### src/rtl/tick_sched.sv
// tick_sched: four requesters share one tick-driven down counter; each grant times period[id] ticks.
// Define TICK_SCHED_RR_EN for round-robin arbitration; otherwise fixed priority (req[0] highest).
module tick_sched #(
  parameter int CNT_W = 28,
  parameter int NREQ  = 4
) (
  input  logic               clk,
  input  logic               rst,
  input  logic               tick_in,
  input  logic [3:0]         req,
  input  logic [4*CNT_W-1:0] period,
  output logic [3:0]         gnt,
  output logic [3:0]         done,
  output logic               busy,
  output logic [1:0]         cur_id
);

  typedef enum logic [1:0] {
    IDLE  = 2'd0,
    GRANT = 2'd1,
    COUNT = 2'd2,
    DONE  = 2'd3
  } state_e;

  localparam logic [CNT_W-1:0] CNT_ONE = {{(CNT_W-1){1'b0}}, 1'b1};

  state_e           state_q, state_d;
  logic [CNT_W-1:0] cnt_q, cnt_d;
  logic [1:0]       cur_id_q, cur_id_d;
  logic [3:0]       gnt_q, gnt_d;
  logic [3:0]       done_q, done_d;
  logic             busy_q, busy_d;
  logic [1:0]       arb_base_s;
  logic [2:0]       arb_pick_s;
  logic [CNT_W-1:0] period_sel_s;
  logic             cur_req_s;

  function automatic logic [3:0] onehot(input logic [1:0] idx);
    return 4'b0001 << idx;
  endfunction

  // Returns {found, index}: first set request scanning upward from base, wrapping mod 4.
  function automatic logic [2:0] arb_pick(input logic [3:0] r, input logic [1:0] base);
    logic [2:0] res;
    logic [1:0] idx;
    res = 3'b000;
    for (int k = NREQ - 1; k >= 0; k--) begin
      idx = base + 2'(k);
      if (r[idx]) begin
        res = {1'b1, idx};
      end else begin
        res = res;
      end
    end
    return res;
  endfunction

  assign period_sel_s = period[int'(cur_id_q) * CNT_W +: CNT_W];
  assign cur_req_s    = req[cur_id_q];
  assign arb_pick_s   = arb_pick(req, arb_base_s);

`ifdef TICK_SCHED_RR_EN
  logic [1:0] rr_ptr_q;
  logic       rr_adv_s;

  // The pointer moves past the last owner when it leaves DONE or abandons its request.
  assign rr_adv_s = (state_q == DONE) ||
                    (((state_q == GRANT) || (state_q == COUNT)) && !cur_req_s);

  // Round-robin search origin.
  always_ff @(posedge clk or negedge rst) begin
    if (!rst) begin
      rr_ptr_q <= 2'd0;
    end else if (rr_adv_s) begin
      rr_ptr_q <= cur_id_q + 2'd1;
    end else begin
      rr_ptr_q <= rr_ptr_q;
    end
  end

  assign arb_base_s = rr_ptr_q;
`else
  assign arb_base_s = 2'd0;
`endif

  // Next state, counter and registered-output values; abort takes precedence over completion.
  always_comb begin
    state_d  = state_q;
    cnt_d    = cnt_q;
    cur_id_d = cur_id_q;
    gnt_d    = 4'b0000;
    done_d   = 4'b0000;
    case (state_q)
      IDLE: begin
        if (arb_pick_s[2]) begin
          state_d  = GRANT;
          cur_id_d = arb_pick_s[1:0];
          gnt_d    = onehot(arb_pick_s[1:0]);
        end else begin
          state_d  = IDLE;
        end
      end
      GRANT: begin
        if (!cur_req_s) begin
          state_d = IDLE;
        end else if (period_sel_s == {CNT_W{1'b0}}) begin
          state_d = DONE;
          cnt_d   = {CNT_W{1'b0}};
          done_d  = onehot(cur_id_q);
        end else begin
          state_d = COUNT;
          cnt_d   = period_sel_s - CNT_ONE;
          gnt_d   = onehot(cur_id_q);
        end
      end
      COUNT: begin
        if (!cur_req_s) begin
          state_d = IDLE;
        end else if (tick_in && (cnt_q == {CNT_W{1'b0}})) begin
          state_d = DONE;
          done_d  = onehot(cur_id_q);
        end else if (tick_in) begin
          cnt_d   = cnt_q - CNT_ONE;
          gnt_d   = onehot(cur_id_q);
        end else begin
          gnt_d   = onehot(cur_id_q);
        end
      end
      DONE: begin
        state_d = IDLE;
      end
      default: begin
        state_d = IDLE;
      end
    endcase
    busy_d = (state_d != IDLE);
  end

  // State and output registers.
  always_ff @(posedge clk or negedge rst) begin
    if (!rst) begin
      state_q  <= IDLE;
      cnt_q    <= {CNT_W{1'b0}};
      cur_id_q <= 2'd0;
      gnt_q    <= 4'b0000;
      done_q   <= 4'b0000;
      busy_q   <= 1'b0;
    end else begin
      state_q  <= state_d;
      cnt_q    <= cnt_d;
      cur_id_q <= cur_id_d;
      gnt_q    <= gnt_d;
      done_q   <= done_d;
      busy_q   <= busy_d;
    end
  end

  assign gnt    = gnt_q;
  assign done   = done_q;
  assign busy   = busy_q;
  assign cur_id = cur_id_q;

endmodule

### config.mk
export PLATFORM = sky130hd
export DESIGN_NAME = tick_sched
export DESIGN_NICKNAME = d
export VERILOG_FILES = /design/src/rtl/tick_sched.sv
export SDC_FILE = /design/constraint.sdc
export NUM_CORES = 1
export LEC_CHECK = 0
export BUFFER_PORTS_ARGS = -buffer_cell sky130_fd_sc_hd__clkbuf_2
export CORE_MARGIN = 2
export CORE_UTILIZATION = 47
export CTS_BUF_LIST = sky130_fd_sc_hd__clkbuf_16
export CTS_CLUSTER_DIAMETER = 150
export CTS_CLUSTER_SIZE = 30
export DETAILED_ROUTE_END_ITERATION = 16
export GPL_ROUTABILITY_DRIVEN = 0
export PLACE_DENSITY = 0.76
export SYNTH_ARGS = -nofsm -noshare
export SYNTH_HDL_FRONTEND = slang
export SYNTH_SLANG_ARGS = --single-unit
### constraint.sdc
create_clock -name clk -period 2.9 [get_ports clk]
set_clock_uncertainty 0.1 [all_clocks]
set_input_delay 0 -clock clk [delete_from_list [all_inputs] [get_ports clk]]
set_output_delay 0 -clock clk [all_outputs]
set_load 0.1 [all_outputs]
==> run summary <==
The run finished, with violations left. The checks that failed: negative setup slack. The worst slack at placement is -0.06391 ns. Cells with a size suffix above 1 make up 43.99% of the layout.

The post-synth design cell area came out at between 3000 and 4000 um2. Setup repair after global routing could not meet its margin everywhere. The DRC violation count after routing is 0. The post-layout net count came out at between 700 and 800. The element type at the critical path start is a flip-flop. The maximum net fanout on the critical path is 10.

The synthesized instance count came out at about 410. The share of synthesized registers carrying an async set or reset is 100.0%. The placed wire-length estimate is about 9 mm. The first-pass GRT wire length came out at roughly 19 mm. Counting I/O delays and the setup requirement, the final critical path takes around 2.9 ns. The warning count from the yosys run is 0.

Among all cell types in the netlist, the one instantiated most often is sky130_fd_sc_hd__nor2_1. The number of pins with negative max-slew slack in the final report is 0. The mean number of vias per cell is between 6 and 7. The final-layout setup total negative slack came out at -0.06038 ns. For this design the top-level I/O count stands at between 100 and 150. Across all layers, the routed design uses 4141 vias. The worst hold path terminates at cnt_q[22]$_DFFE_PN0P_. The final cell count without fillers is a little under 700.

The remaining global-route overflow came out at 0. The post-route fraction of the period consumed by the critical path came out at 100.9%. The die covers just under 9000 um2. The cell depth of the worst hold path came out at 4. The H-tree was split into 2 levels. The number of antenna violations at the first check in global routing came to 0. The maximum buffer depth of the clock tree came out at 2.

The post-placement cell count is 658. The net count after synthesis is 532. In the synthesized netlist the dominant register cell turns out to be sky130_fd_sc_hd__dfrtp_1.

Summed over all instances, the cell type with the most area after synthesis is sky130_fd_sc_hd__dfrtp_1. For this block, the routed nets add up to between 10 and 15 mm of wire. The type of the most critical hold path is input pin to flip-flop. The count of filler cells inserted in the layout is 595. Dividing the detail-routed wire length by the instance count gives around 18 um. The kind of critical path is flip-flop to flip-flop.

The synthesized design contains 0 enable-type register cells. In this run the standard cell core region covers just under 8000 um2. The horizontal die dimension came out at 94.39 um. The flop-to-flop setup slack is -0.03 ns. The final hold violation count came to 0. For the pin with the worst max-slew slack, the measured transition is roughly 1.1 ns.

STA puts the critical path data required time at about 3.0 ns. The worst setup path is captured at a flip-flop. The clock root buffer is sky130_fd_sc_hd__clkbuf_16. Counting cells, the worst reg-to-reg path comes to 9. In this run, distinct cell masters in the synthesized netlist total between 60 and 70. The headroom to the max-slew limit came out at 27.78%. Overall power consumption after layout is estimated at a little over 5 mW. The tightest hold margin came out at 0.1430 ns. The number of buffers added by the clock tree synthesis step is 5. In this run the mean area of a mapped cell was roughly 9.5 um2.

By area the synthesized netlist is led by sky130_fd_sc_hd__dfrtp_1, sky130_fd_sc_hd__mux4_2, sky130_fd_sc_hd__mux4_1, sky130_fd_sc_hd__nor2_1, sky130_fd_sc_hd__o21ai_0. In this run the tool buffered the top-level ports with ~130 buffer cells. TritonCTS built the clock tree.

Across the run, the number of max-cap violations was 0. The repair_antennas step left the layout with diodes totalling 0. The commonest cells after synthesis are sky130_fd_sc_hd__nor2_1, sky130_fd_sc_hd__dfrtp_1, sky130_fd_sc_hd__o21ai_0.

The synthesis-to-finish area growth came out at 37.11%. After the first detailed-routing iteration, the DRC count stood at about 330. The first-pass iteration count of the detailed router came out at 5. The number of flip-flops and latches in the synthesized netlist is between 40 and 50.

The top cell type by area accounts for a little over a quarter of the synthesized area. The initial core utilization came out at between 40 and 50%. The highest ir drop seen on vdd came out at approximately 650 uV. For this design, the sink count on the clock tree is between 40 and 50.

The post-synthesis sequential area ratio came out at a little over a quarter. The startpoint identified for the worst register-to-register timing path is cur_id[0]$_DFFE_PN0P_. The count of nets left with antenna violations once routing finished came out at 0. The data arrival time at the worst-slack endpoint came out at ~3.0 ns. Power spread over the standard cell area amounts to roughly 970 nW/um2. The clock transition at the registers of the reported paths came out at roughly 0.07 ns.

In this run the most critical hold path is launched from period[22]. The die extent in y came out at between 90 and 100 um. The destination of the worst register-to-register timing path is cnt_q[15]$_DFFE_PN0P_.

The final worst setup slack came out at -0.02608 ns. The largest net degree at the start of global routing came out at 42. The standby leakage power is ~2.3 nW.

The insertion delay to the later sink of the worst-skew pair is approximately 0.29 ns. After floorplanning, the core was divided into 32 placement rows. The total global routing track utilization came out at 26.61%. The number of global-route vias before repair came out at between 3000 and 4000. The total of endpoints with negative setup slack in the final report came out at 5. The timing-limited maximum frequency is about 0.34 GHz.
-- flip-flops by register name, indices dropped and copies added, names as in the netlist --
register	flops
busy	1
cnt_q	28
cur_id	2
done	4
gnt	4
state_q	2
-- through the flow --
| stage | cell area (um2) | utilization (%) |
|---|---|---|
| floorplan | 3895 | - |
| global placement | 4850 | 62.12 |
| detailed placement | 4850 | 62.12 |
| CTS | 5067 | 64.90 |
| global route | 5265 | 67.44 |
| finish | 5265 | 67.44 |
-- placed cells by master (no fill, tap or decap), drive strengths merged, types with 7 or more instances in the layout --
cell | Yosys | final
nand2b | 7 | 7
a21oi | 17 | 17
a221o | 7 | 7
buf | 13 | 57
nor4 | 10 | 10
nand2 | 27 | 27
mux4 | 29 | 29
nor3 | 21 | 21
o21ai | 35 | 35
nand3 | 11 | 11
xor2 | 16 | 16
ha | 8 | 8
xnor2 | 8 | 8
a21o | 7 | 7
clkbuf | 10 | 135
nor2 | 45 | 45
dfrtp | 41 | 41
or3 | 10 | 10
inv | 11 | 12
or4 | 7 | 7
-- cell type report --
class | instances | area [um2] | area share (%)
Clock inverter | 3 | 15.01 | 0.2852
Clock buffer | 5 | 125.1 | 2.376
Inverter | 11 | 41.29 | 0.7842
Sequential cell | 41 | 1033 | 19.63
Tap cell | 102 | 127.6 | 2.424
Multi-Input combinational cell | 330 | 2718 | 51.62
Timing Repair Buffer | 192 | 1205 | 22.89
-- per-layer routing --
| metal | global-route usage (%) | vias to the layer above | wire length [um] |
|---|---|---|---|
| met1 | 35.81 | 1984 | 4949 |
| met2 | 44.40 | 226 | 5964 |
| met4 | 7.971 | 0 | 242 |
| met3 | 4.389 | 21 | 878 |
| met5 | 0 | - | 0 |
| li1 | - | 1910 | - |
-- cells by family (layout without fill, tap and decap cells) --
group | after synthesis | in the layout | synth area share, %
AOI/OAI and AO/OA | 100 | 100 | 17.40
adders and majority gates | 8 | 8 | 2.607
muxes | 31 | 31 | 18.48
and+or+nand+nor | 167 | 167 | 24.57
xor gates and xnor gates | 24 | 24 | 5.474
DFF | 41 | 41 | 26.72
buffers and inverters | 34 | 211 | 4.757
-- how the worst max path moves through the flow --
stage                          start                     to  slack, ns  depth (start not counted)
4_1_cts        cur_id[0]$_DFFE_PN0P_  cnt_q[16]$_DFFE_PN0P_      0.002                          9
6_report       cur_id[0]$_DFFE_PN0P_  cnt_q[15]$_DFFE_PN0P_      -0.03                          9
5_1_grt        cur_id[0]$_DFFE_PN0P_       gnt[2]$_DFF_PN0_      -0.14                          9
3_3_place_gp   cur_id[0]$_DFFE_PN0P_  cnt_q[24]$_DFFE_PN0P_     -0.003                          7
2_1_floorplan  cur_id[0]$_DFFE_PN0P_   cnt_q[8]$_DFFE_PN0P_      -0.14                         10
3_5_place_dp   cur_id[0]$_DFFE_PN0P_       gnt[2]$_DFF_PN0_      -0.06                          7
-- power by group --
group	internal [mW]	leakage, nW	switching [mW]
Clock	0.313	0.0687	0.236
Combinational	1.59	1.73	1.85
Sequential	0.838	0.505	0.283
Total	2.74	2.30	2.37
-- timing repair --
item                                    4_1_cts  5_1_grt
hold buffers                                  5        0
endpoints found under the setup margin       18       35
resized for setup                             6       27
hold endpoints to repair                     48        0
pin swaps                                     1        5
buffers inserted                              3        9
cloned                                        0        1
-- worst max-delay path, cell delays in order (launching register included) --
cell,delay (ns)
sky130_fd_sc_hd__dfrtp_4,0.53
sky130_fd_sc_hd__buf_12,0.17
sky130_fd_sc_hd__mux4_2,0.55
sky130_fd_sc_hd__nor4_4,0.35
sky130_fd_sc_hd__buf_4,0.17
sky130_fd_sc_hd__nand3b_1,0.12
sky130_fd_sc_hd__or3_4,0.36
sky130_fd_sc_hd__o21ai_1,0.13
sky130_fd_sc_hd__a21oi_1,0.08
sky130_fd_sc_hd__a221o_1,0.27
Power figures use the tool's default switching activity.
